`config.mk`:
```
export PLATFORM = sky130hd
export DESIGN_NAME = dmem_arbiter
export DESIGN_NICKNAME = d
export VERILOG_FILES = /design/src/rtl/dmem_arbiter.sv
export SDC_FILE = /design/constraint.sdc
export NUM_CORES = 1
export LEC_CHECK = 0
export ABC_AREA = 1
export CAP_MARGIN = 20
export CORE_AREA = 8 8 100 102
export DETAILED_ROUTE_END_ITERATION = 10
export DIE_AREA = 0 0 108 110
export PLACE_DENSITY = 0.82
export SYNTH_ARGS = -nofsm -noshare
export SYNTH_HDL_FRONTEND = slang
export SYNTH_SLANG_ARGS = --single-unit
export TNS_END_PERCENT = 5
```
`constraint.sdc`:
```
create_clock -name clk -period 2.4 [get_ports clk]
set_input_delay 0.24 -clock clk [delete_from_list [all_inputs] [get_ports clk]]
set_output_delay 0.24 -clock clk [all_outputs]
set_load 0.01 [all_outputs]
```
`src/rtl/dmem_arbiter.sv`:
```
// Shared data-memory arbiter: the CPU and the graphics processor (GP) take turns on one memory port.
// The GP may keep the port for up to GP_BURST beats while the CPU is waiting.
module dmem_arbiter #(
   parameter int unsigned GP_BURST = 8
) (
   input  logic        clk,
   input  logic        rst,
   input  logic        cpu_req,
   input  logic [3:0]  cpu_we,
   input  logic [31:0] cpu_addr,
   input  logic [31:0] cpu_din,
   output logic        cpu_stall,
   output logic [31:0] cpu_rdata,
   output logic        cpu_rvalid,
   input  logic        gp_req,
   input  logic [31:0] gp_addr,
   output logic        gp_ack,
   output logic [31:0] gp_rdata,
   output logic        gp_rvalid,
   output logic [31:0] mem_addr,
   output logic [31:0] mem_din,
   output logic [3:0]  mem_we,
   output logic        mem_re,
   input  logic        mem_ready,
   input  logic [31:0] mem_dout
);

   typedef enum logic [1:0] {StIdle, StCpu, StGp} ownerE;

   localparam logic [8:0] burstLim = 9'(GP_BURST);
   localparam logic [7:0] burstSat = 8'(GP_BURST);

   ownerE      ownerQ, ownerD;
   logic [7:0] beatCntQ, beatCntD;
   logic [8:0] beatNext;
   logic       cpuRvQ, gpRvQ;
   logic       cpuAcc, gpAcc;

   assign cpuAcc = (ownerQ == StCpu) & cpu_req & mem_ready;
   assign gpAcc  = (ownerQ == StGp) & gp_req & mem_ready;

   assign cpu_stall = cpu_req & ~((ownerQ == StCpu) & mem_ready);
   assign gp_ack    = gpAcc;

   // Gating with rst also drops a pulse whose read completed just before reset arrived.
   assign cpu_rvalid = cpuRvQ & ~rst;
   assign gp_rvalid  = gpRvQ & ~rst;
   assign cpu_rdata  = cpu_rvalid ? mem_dout : '0;
   assign gp_rdata   = gp_rvalid ? mem_dout : '0;

   always_comb begin
      mem_addr = '0;
      mem_din  = '0;
      mem_we   = '0;
      mem_re   = 1'b0;
      unique case (ownerQ)
         StCpu: begin
            mem_addr = cpu_addr;
            mem_din  = cpu_din;
            mem_we   = cpu_we;
            mem_re   = (cpu_we == 4'b0000) & cpu_req;
         end
         StGp: begin
            mem_addr = gp_addr;
            mem_re   = gp_req;
         end
         default: ;
      endcase
   end

   always_comb begin
      ownerD   = ownerQ;
      beatCntD = beatCntQ;
      beatNext = {1'b0, beatCntQ} + 9'd1;
      unique case (ownerQ)
         StIdle: begin
            if (cpu_req)     ownerD = StCpu;
            else if (gp_req) ownerD = StGp;
         end
         StCpu: begin
            if (cpuAcc)        ownerD = gp_req ? StGp : StCpu;
            else if (!cpu_req) ownerD = gp_req ? StGp : StIdle;
         end
         StGp: begin
            if (gpAcc) begin
               if (cpu_req && beatNext >= burstLim) ownerD = StCpu;
               else                                 ownerD = StGp;
               // Hold at the limit while the CPU is idle so a long burst cannot wrap.
               beatCntD = (beatNext >= burstLim) ? burstSat : beatNext[7:0];
            end else if (!gp_req) begin
               ownerD = cpu_req ? StCpu : StIdle;
            end
         end
         default: ownerD = StIdle;
      endcase
      if (ownerD != StGp) beatCntD = '0;
   end

   always_ff @(posedge clk) begin
      if (rst) begin
         ownerQ   <= StIdle;
         beatCntQ <= '0;
         cpuRvQ   <= 1'b0;
         gpRvQ    <= 1'b0;
      end else begin
         ownerQ   <= ownerD;
         beatCntQ <= beatCntD;
         cpuRvQ   <= cpuAcc & (cpu_we == 4'b0000);
         gpRvQ    <= gpAcc;
      end
   end

endmodule

```
==> impl_results.md <==
* Commonest cells after routing, fill and taps aside: clkdlybuf4s50_1 (255), nand2_1 (134), inv_1 (82)
* Placeable Area at 8470 um^2
* Cell Area, Synth at 1950 um^2
* Chip Width at 108 um
* Worst vdd ir at 0.000192 V
* GR peak layer: met2
* Total Routing Usage GR at 18.7%
* Pins Over Slew Limit at 0
* CTS sink count at 12
* Dpl cells at 774
* Top post-synthesis cells by area: nand2_1 (26%), inv_1 (16%), nor2_1 (14%)
* Seq/Total Area, Yosys at 12.3%
* Post-synthesis register bit count at 12
* Inserted Clock Buffers at 3
* Synth Instances at 406
* First-pass DRT Iterations at 4
* Crit-path max FO at 2
* Fin. Hold Viols at 0
* Fin area at 4960 um^2
* GR Layer Usage met3 at 5.70%
* Non-Filler Instances at 778
* Final Routed Wirelength at 12.6 mm
* Worst-Skew Late Latency at 240 ps
* Post-synth top area share at 25.8%
* DRT iter0 DRCs at 190
* Tcrit/Tclk final at 97.0%
* Synth cell types at 25
* Met1 usage at 18.8%
* Worst Slack Setup Final at 72.0 ps
* WL per Instance at 16.2 um
* Actual slew at the worst max-slew pin at 359 ps
* CP arrival at 2090 ps
* Post-synth top area cell: nand2_1
* Unrepaired setup endpoints after global routing: yes
* CP top delay family: buffers and inverters
* Most used cell, CP: clkdlybuf4s50_1
* Syn Area/Cell at 4.80 um^2
* Pwr/cell area at 241 nW/um^2
* Slew Limit Headroom at 76.1%
* Worst stage delay on the critical path at 590 ps
* Slowest stage cell on the critical path: clkdlybuf4s50_1
* Vias in the first global route at 3434
* Clock slew at reported path FFs at 50 ps
* WS Path Type: input port to output port
* Max Fclk at 0.430 GHz
* Crit path cell chain: clkdlybuf4s50_1 -> nor4_2 -> buf_4 -> nand3_1 -> a21oi_1 -> clkdlybuf4s50_1
* Critical path launch point type: input port
* Share of layout cells above drive strength 1 at 5.67%
* Dominant synthesized flop cell: dfxtp_1
* Initial antenna violation count at 0
* DP HPWL at 10.8 mm
* First-pass GRT wire length at 17.8 mm
* Status: finished clean
* Hold Slack at 487 ps
* Antenna Violating Nets Remaining at 0
* P&R area growth vs syn at 155%
* Placed instance area at 4840 um^2
* Vias per inst at 4.36
* CTS root buffer: clkbuf_8
* Asr flop ratio synth at 0%
* Row cnt at 34
* Number of H-tree levels at 1
* Setup WS pre-CTS at -7.58 ps
* CTS tree: done
* Final setup violating endpoints at 0
* DRC errors left at 0
* Vias at 3395
* Leak at 2.55 nW
* Initial Util at 23.0%
* Buf+Inv Stages, Crit Path at 3
* Commonest non-fill, non-tap cell in the layout: clkdlybuf4s50_1
* Min cycle time layout at 2330 ps
* Worst Setup End Kind: output port
* Antenna diodes at 0
* Max-cap violation count at 0
* Die H at 110 um
* Count of input and output buffers at 273
* Final Skew at 2.28 ps
* Gp weighted congestion at 0.888
* Syn. warnings at 0
* Top Ports at 274
* Remaining global-route overflow at 0
* Clock buffer depth at 2
* Die ar. at 11900 um^2
* Met2 Track Usage GR at 36.7%
* Worst Hold Class: flip-flop to flip-flop
* Nets@finish at 815
* Critical Path RT at 2160 ps
* Synth Net Count at 549
* Number of synthesized flops with an enable pin at 0
* Largest net degree at the start of global routing at 65
==> registers in the layout (all words and copies together) (netlist names) <==
name      flops
ownerQ        2
beatCntQ      8
cpuRvQ        1
gpRvQ         1
==> timing repair <==
item | in CTS | in global routing
hold buffers | 0 | 0
resized for setup | 1 | 19
setup buffers | 0 | 0
gates cloned | 0 | 1
endpoints found under the setup margin | 1 | 21
==> power by group <==
group / switching [mW] / total, mW / internal (mW)
registers: 0.00630 / 0.211 / 0.204
logic: 0.360 / 0.797 / 0.437
clock network: 0.0747 / 0.185 / 0.111
total: 0.441 / 1.19 / 0.752
==> per-stage QoR <==
| stage | setup TNS [ps] | utilization, % | power (mW) |
|---|---|---|---|
| floorplan | 0 | - | 0.508 |
| global placement | -22.5 | 57.2 | 0.982 |
| detailed placement | -7.58 | 57.2 | 0.998 |
| CTS | 0 | 57.7 | 1.19 |
| global route | -20.6 | 58.6 | 1.27 |
| finish | 0 | 58.6 | 1.19 |
==> area by class of cell <==
cell class | count | area [um^2]
fillers | 767 | 3510
multi-input cells | 289 | 1320
repair buffers | 283 | 2910
clock buffers | 3 | 41.3
inverters | 83 | 312
flip-flops and latches | 12 | 240
well taps | 108 | 135
==> path summary, 6_finish.rpt <==
| path | from | endpoint | slack, ps | cells past startpoint |
|---|---|---|---|---|
| setup reg to reg | ownerQ[1] | beatCntQ[7] | 390 | 10 |
| hold / removal | beatCntQ[7] | beatCntQ[7] | 490 | 2 |
| setup / recovery | cpu_we[1] | mem_re | 70 | 6 |
| hold reg to reg | beatCntQ[7] | beatCntQ[7] | 490 | 2 |
==> kinds of logic (layout without fill, tap and decap cells) <==
| kind of cell | Yosys count | in the layout | share of synthesized area [%] |
|---|---|---|---|
| and+or+nand+nor | 233 | 233 | 48.7 |
| DFF | 12 | 12 | 12.3 |
| muxes | 1 | 1 | 0.514 |
| AOI/OAI and AO/OA | 49 | 49 | 14.2 |
| buffers and inverters | 105 | 369 | 20.4 |
| adders and majority gates | 6 | 6 | 3.85 |
==> cells in the mapped netlist (3+ instances only) <==
cell type	instances
nand2_1	134
a21oi_1	40
dfxtp_1	12
nor2_2	10
o21ai_0	3
nand2_2	4
nor2_1	72
ha_1	6
clkbuf_1	13
inv_1	82
buf_1	7
nand3_1	4
==> worst register-to-register path, stage by stage, from the launching register on <==
cell       delay, ps
dfxtp_1          400
inv_1            120
ha_2             240
clkbuf_16        210
a21oi_2          220
nand2_1           70
o211a_1          110
a21oi_1          230
a21oi_4          100
nand2_4          150
nor2_2            50
==> routing by layer <==
| metal | up-vias | wire length (um) |
|---|---|---|
| met3 | 14 | 1390 |
| met2 | 191 | 6720 |
| li1 | 1709 | - |
| met4 | 0 | 179 |
| met1 | 1481 | 4330 |
| met5 | - | 0 |
(Power assumes the default switching activity.)
